File: src/rtl/sprite_line_render.sv
// Sprite line renderer: walks the per-line sprite list, fetches each visible
// sprite's row from sprite memory and writes opaque pixels to the line buffer.
module sprite_line_render #(
  parameter int unsigned MAX_OBJ_PER_LINE = 32,
  parameter int unsigned LINE_WIDTH       = 640,
  parameter int unsigned SPRITE_SIZE      = 16
) (
  input  logic                             clk,
  input  logic                             reset,
  input  logic [9:0]                       sy,
  input  logic [MAX_OBJ_PER_LINE-1:0][8:0] buffer_array,
  input  logic                             line_ready,
  output logic [7:0]                       oam_addr,
  input  logic [31:0]                      oam_data,
  output logic [15:0]                      spr_addr,
  input  logic [3:0]                       spr_data,
  output logic                             lb_we,
  output logic [9:0]                       lb_addr,
  output logic [4:0]                       lb_data,
  output logic                             line_done
);

  localparam int unsigned IW = $clog2(MAX_OBJ_PER_LINE + 1);

  typedef enum logic [2:0] {IDLE, FETCH, WAIT, PIX, FLUSH, DONE} state_t;

  state_t          state, state_next;
  logic [9:0]      last_sy;
  logic            sy_change;
  logic [IW-1:0]   index;
  logic [8:0]      entry;
  logic [9:0]      row_full;
  logic            skip;
  logic [7:0]      spr_ref;
  logic [3:0]      row;
  logic [3:0]      col;
  logic [3:0]      col_mem;
  logic [9:0]      xpos;
  logic            xflip;
  logic            prio;
  logic [10:0]     pix_sum;
  logic            pix_d;
  logic            in_range_d;
  logic            prio_d;
  logic [9:0]      addr_d;

  assign sy_change = (sy != last_sy);
  assign row_full  = sy - oam_data[27:18];
  assign skip      = !oam_data[31] || (row_full >= 10'(SPRITE_SIZE));
  assign col_mem   = xflip ? ~col : col;
  assign pix_sum   = {1'b0, xpos} + {7'b0, col};

  always_comb begin
    entry = '0;
    for (int unsigned i = 0; i < MAX_OBJ_PER_LINE; i++) begin
      if (index == IW'(i)) entry = buffer_array[i];
    end
  end

  always_ff @(posedge clk) begin
    if (reset) state <= IDLE;
    else       state <= state_next;
  end

  always_comb begin
    state_next = state;
    case (state)
      IDLE:    if (line_ready) state_next = FETCH;
      FETCH:   if (index == IW'(MAX_OBJ_PER_LINE) || !entry[0]) state_next = DONE;
               else state_next = WAIT;
      WAIT:    state_next = skip ? FETCH : PIX;
      PIX:     if (col == 4'd15) state_next = FLUSH;
      FLUSH:   state_next = FETCH;
      DONE:    state_next = DONE;
      default: state_next = IDLE;
    endcase
    if (sy_change) state_next = IDLE;
  end

  always_ff @(posedge clk) begin
    if (reset) begin
      last_sy    <= sy;
      index      <= '0;
      spr_ref    <= '0;
      row        <= '0;
      col        <= '0;
      xpos       <= '0;
      xflip      <= 1'b0;
      prio       <= 1'b0;
      pix_d      <= 1'b0;
      in_range_d <= 1'b0;
      prio_d     <= 1'b0;
      addr_d     <= '0;
    end else begin
      last_sy    <= sy;
      // Pixel stage lines up with spr_data returning one cycle after spr_addr.
      pix_d      <= (state == PIX) && !sy_change;
      in_range_d <= (pix_sum < 11'(LINE_WIDTH));
      prio_d     <= prio;
      if (state == PIX) addr_d <= pix_sum[9:0];
      if (sy_change) begin
        index <= '0;
      end else begin
        case (state)
          WAIT: begin
            spr_ref <= oam_data[7:0];
            xpos    <= oam_data[17:8];
            xflip   <= oam_data[29];
            prio    <= oam_data[28];
            row     <= oam_data[30] ? ~row_full[3:0] : row_full[3:0];
            col     <= '0;
            if (skip) index <= index + IW'(1);
          end
          PIX:     col   <= col + 4'd1;
          FLUSH:   index <= index + IW'(1);
          default: ;
        endcase
      end
    end
  end

  assign oam_addr  = (state == FETCH) ? entry[8:1] : '0;
  assign spr_addr  = (state == PIX) ? {spr_ref, row, col_mem} : '0;
  assign lb_we     = pix_d && in_range_d && (spr_data != 4'd0);
  assign lb_addr   = addr_d;
  assign lb_data   = pix_d ? {prio_d, spr_data} : '0;
  assign line_done = (state == DONE);

endmodule
File: config.mk
export PLATFORM = sky130hd
export DESIGN_NAME = sprite_line_render
export DESIGN_NICKNAME = d
export VERILOG_FILES = /design/src/rtl/sprite_line_render.sv
export SDC_FILE = /design/constraint.sdc
export NUM_CORES = 1
export LEC_CHECK = 0
export CORE_AREA = 2 2 146 148
export CTS_BUF_LIST = sky130_fd_sc_hd__clkbuf_8 sky130_fd_sc_hd__clkbuf_16
export CTS_CLUSTER_SIZE = 14
export DETAILED_ROUTE_END_ITERATION = 10
export DIE_AREA = 0 0 148 150
export PLACE_DENSITY = 0.71
export SYNTH_ARGS = -nofsm -noshare
export SYNTH_HDL_FRONTEND = slang
export SYNTH_SLANG_ARGS = --single-unit
export TNS_END_PERCENT = 30
File: constraint.sdc
create_clock -name clk -period 2.7 [get_ports clk]
set_input_delay 0.54 -clock clk [delete_from_list [all_inputs] [get_ports clk]]
set_output_delay 0.54 -clock clk [all_outputs]
set_load 0.02 [all_outputs]
Word-level counts from Yosys, hierarchy flattened
Cells that the tools add are included.
{ "word_totals": {"elab_cells": 127, "register_bits": 60, "output_inout_bits": 41, "input_bits": 337} }
{ "op_classes": {"muxes": 45, "add_sub_neg": 4, "n_eq_ne": 42, "n_bitwise": 3, "reduce_logical": 18, "order_cmp": 2} }
{ "op_table": {"columns": ["op", "n"], "rows": [
  ["9-bit two-way mux", 32],
  ["6-bit by 5-bit == test with 1-bit output (second input constant)", 16],
  ["6-bit by 4-bit == test with 1-bit output (second input constant)", 8],
  ["6-bit by 3-bit == test with 1-bit output (second input constant)", 4],
  ["3-bit one-hot mux with 6 select lines", 1],
  ["16-bit two-way mux", 1],
  ["6-bit by 2-bit == test with 1-bit output (second input constant)", 2],
  ["6-bit one-hot mux with 2 select lines", 1],
  ["10-bit by 4-bit adder with 11-bit output", 1],
  ["11-bit by 10-bit < comparator with 1-bit output (second input constant)", 1],
  ["10-bit by 5-bit >= comparator with 1-bit output (second input constant)", 1],
  ["10-bit inequality test", 1],
  ["10-bit subtractor", 1],
  ["3-bit two-way mux", 3],
  ["4-bit two-way mux", 2],
  ["8-bit two-way mux", 1],
  ["4-bit NOT", 2],
  ["4-bit one-hot mux with 2 select lines", 1],
  ["2-bit AND reduction", 4],
  ["6-bit by 1-bit adder with 6-bit output (second input constant)", 1],
  ["3-bit by 2-bit == test with 1-bit output (second input constant)", 2],
  ["3-bit == test (second input constant)", 2],
  ["6-bit by 1-bit == test with 1-bit output (second input constant)", 1],
  ["6-bit == test (second input constant)", 1],
  ["16 further kinds", 24]
]} }

Logic depth before layout (Yosys ltp)
{ "depth": {"word_depth": 37, "ltp_mapped": 14, "ltp_nobuf": 12} }

Worst setup path before layout
No wires, ideal clock.
{ "synth_timing": {"path_type": "register to output", "from": "reg index[0]", "to": "out oam_addr[6]", "arrival_time_ps": 2540, "path_buffers": 2, "required_ps": 2160, "setup_slack_ps": -380, "stages_incl_launch_ff": 11, "cell_sequence": "dfxtp_1 > inv_1 > ha_1 > buf_2 > clkbuf_1 > nand2_1 > nand2_1 > o22ai_1 > a2111oi_0 > nor3_1 > a211oi_1"} }
{ "synth_between": {"elab_chain_cells": 34, "word_cells_on_any_way": 65, "cone_classes": "eq/ne: 31; mux: 33; reduce/logical: 1"} }
{ "synth_lines": {"columns": ["item", "line_no", "rtl"], "rows": [
  ["start: declaration", "30", "logic [IW-1:0] index;"],
  ["start signal: assignment", "112", "if (skip) index <= index + IW'(1);"],
  ["start signal: assignment", "115", "FLUSH: index <= index + IW'(1);"],
  ["6-bit zero test", "56", "if (index == IW'(i)) entry = buffer_array[i];"],
  ["9-bit two-way mux (31 in series)", "56", null],
  ["9-bit two-way mux *", "56", null],
  ["8-bit two-way mux *", "122", "assign oam_addr = (state == FETCH) ? entry[8:1] : '0;"],
  ["end: declaration", "13", "output logic [7:0] oam_addr,"]
]} }
Every way passes the cells marked *; elsewhere a longest branch is shown, timed or not.

Worst setup path in the final report
{ "layout_timing": {"from": "reg index[0]", "to": "out oam_addr[5]"} }
The elaborated chain is that of the path after synthesis.

==> metrics.csv <==
metric,value,unit
status,"complete, but fails checks",
violations,setup timing,
io_pins,378,
combPwrFrac,0.294,
holdWs,448,ps
h-tree-depth,3,
start_util,0.306,
swShare,0.229,
switchingPower,644,uW
grt_max_degree,41,
fin_tns_setup,-5260,ps
worstPathCellList,"buf_4, ha_4, buf_6, buf_4, o21a_1, or2_4, a2111oi_2, o21ai_1, a31oi_2, o22ai_2, buf_6",
cp_slowest_cell,a2111oi_2,
area_delta_synth_final,99.3,%
leakage,5.06,nW
clk_latency,320,ps
holdCritStartpoint,lb_addr[2],
synth_cell_types,78,
drive_gt1_frac,0.234,
std_cell_rows,53,
place_congestion,0.962,
syn_area,6330,um2
worst_setup_path_start_kind,flip-flop,
nets,1795,
critPathTopFamily,compound AO/OA/AOI/OAI gates,
seqCellArea,1220,um2
seqPwrFrac,0.319,
worst-path-buf-inv,4,
async_reset_ff_frac,0,
cts_made_buffers,9,
max_cap_viol_count,0,
grtUsageTotal,0.286,
fin_crit_sh,1.21,
syn-num-nets,1262,
avgSynthCellArea,7.00,um2
grt_pass1_wl,49.9,mm
synth_edf_count,0,
dr.pass1.iters,6,
slowest_delay,350,ps
multiInputGateArea,5220,um2
cp_max_fo,5,
period_minus_slack,3280,ps
hp-class,flip-flop to flip-flop,
antenna_found_initial,3,
rsz0062_at_grt,yes,
dr_total_vias,9147,
critical_path_required,2160,ps
fin_skew,8.57,ps
p_clk_frac,0.386,
postRouteAntennaNets,0,
vdd_drop_max,0.000334,V
cts_tree,built,
drc,0,
fp.dieW,148,um
coreArea,20700,um2
setup_ws,-579,ps
io_buffer_count,377,
avgViaCountPerCell,5.32,
setup.worst_path.start,index[0],
clock.fmax,305,MHz
syn_inst,905,
synth_seq_cells,60,
ys.flop_type,dfxtp_1,
fillers,1845,
wl_per_cell,19.4,um
clock-sinks,60,
ctsHoldBuffers,0,
yosysSeqAreaShare,0.190,
slew-limit-headroom,0.613,
p_int,2.16,mW
yosys_warnings,0,
drv_slew,0,
cts_buffer_depth,2,
mostFrequentLayoutCell,clkdlybuf4s50_1,
die_h,150,um
cts-root-buf,clkbuf_16,
drtIter0Drc,515,
arrival,2740,ps
rr_startpoint,index[0],
power.density,222,nW/um2
final_cell_mix,"clkdlybuf4s50_1, buf_4, nand2_1",
critical_path.endpoint_type,output port,
grt_overflow_total,0,
finalHoldViolCount,0,
path_clk_slew,50,ps
max_slew.worst_pin.slew,580,ps
hpwl,27.4,mm
die-area,22200,um2
grt_pass1_vias,9201,
path_class,flip-flop to output port,
routed_wl,33.3,mm
finalSetupViolations,16,
-- registers in the layout, indices dropped and copies added, names as in the netlist, 3 cells and up --
name	count
last_sy	10
lb_addr	10
row	4
xpos	10
state	3
col	4
spr_ref	8
index	6
-- final cells by class --
| type | instances | share of cell area |
|---|---|---|
| well taps | 275 | 0.0273 |
| clock inverters | 6 | 0.00456 |
| inverters | 23 | 0.00694 |
| repair buffers | 589 | 0.433 |
| clock buffers | 9 | 0.0178 |
| diodes | 3 | 0.000595 |
| multi-input cells | 755 | 0.414 |
| flip-flops and latches | 60 | 0.0964 |
-- final timing paths --
path / to / slack [ps] / cells after the start
setup / recovery: oam_addr[5] / -580 / 11
setup reg to reg: state[0] / -80 / 12
hold reg to reg: lb_addr[2] / 450 / 2
hold / removal: lb_addr[2] / 450 / 2
-- routing by layer --
metal | track usage | up-vias | routed length, um
met4 | 0.144 | 0 | 1620
met5 | 0 | - | 0
met2 | 0.493 | 413 | 16100
li1 | - | 4450 | -
met1 | 0.328 | 4179 | 12700
met3 | 0.0735 | 105 | 2910
-- synth_stat cells, types with 8 or more instances --
cell type | instances | area [um2]
nand2_1 | 115 | 432
nor2_1 | 97 | 364
o21ai_0 | 62 | 310
dfxtp_1 | 60 | 1200
a21oi_1 | 57 | 285
clkbuf_1 | 42 | 158
nand3_1 | 28 | 140
and2_1 | 27 | 169
xnor2_1 | 25 | 219
mux2i_1 | 24 | 240
a221oi_1 | 23 | 201
inv_1 | 22 | 82.6
a22oi_1 | 21 | 158
ha_1 | 18 | 225
o211ai_1 | 18 | 135
a31oi_1 | 17 | 106
o22ai_1 | 17 | 106
and3_1 | 16 | 100
buf_2 | 15 | 75.1
nor2b_1 | 13 | 81.3
a211oi_1 | 12 | 90.1
nand4_1 | 10 | 62.6
o221ai_1 | 10 | 87.6
nor3_1 | 9 | 45.0
nor4_1 | 9 | 56.3
xor2_1 | 9 | 78.8
a21o_1 | 8 | 60.1
nand2b_1 | 8 | 50.1
nand3b_1 | 8 | 60.1
o21a_1 | 8 | 60.1
-- timing repair --
action,CTS,global route
buffers inserted,9,1
endpoints found under the hold margin,0,0
endpoints found under the setup margin,17,21
resized for setup,134,32
pin swaps,27,17
cloned,1,0
-- worst reg2reg max path: stages, from the launching register on --
cell and delay, ps:
dfxtp_2 360, inv_2 50, buf_4 130, ha_4 180, buf_12 160, buf_4 150
and2_1 170, buf_4 140, a311oi_2 270, a21oi_2 110, or4_4 490, a31o_4 260
a311oi_2 230
-- logic make-up (layout without fill, tap and decap cells) --
group,after synthesis,in the layout,synth area share
simple gates,370,371,0.290
compound gates,304,304,0.328
buf+inv,91,627,0.0624
flops,60,60,0.190
xor+xnor,34,34,0.0470
mux,26,26,0.0415
fa+ha+maj,20,20,0.0419
other cells,0,3,0
-- per-stage QoR --
step	setup slack [ps]	utilization	cells	power, mW	cell area (um2)
after floorplan	-77.8	-	905	1.09	6430
after global placement	-912	0.572	1693	1.70	11800
after detailed placement	-933	0.572	1693	1.70	11800
after CTS	-565	0.604	1717	2.81	12500
after global routing	-680	0.610	1720	2.91	12600
final	-579	0.610	1720	2.81	12600
-- power by group through the flow --
stage	sequential (mW)	clock, mW	combinational (mW)
after global routing	0.896	1.14	0.874
after detailed placement	0.917	0	0.786
after CTS	0.898	1.10	0.809
final	0.896	1.08	0.827
after floorplan	0.917	0	0.171
after global placement	0.917	0	0.782
Power figures use the tool's default switching activity.
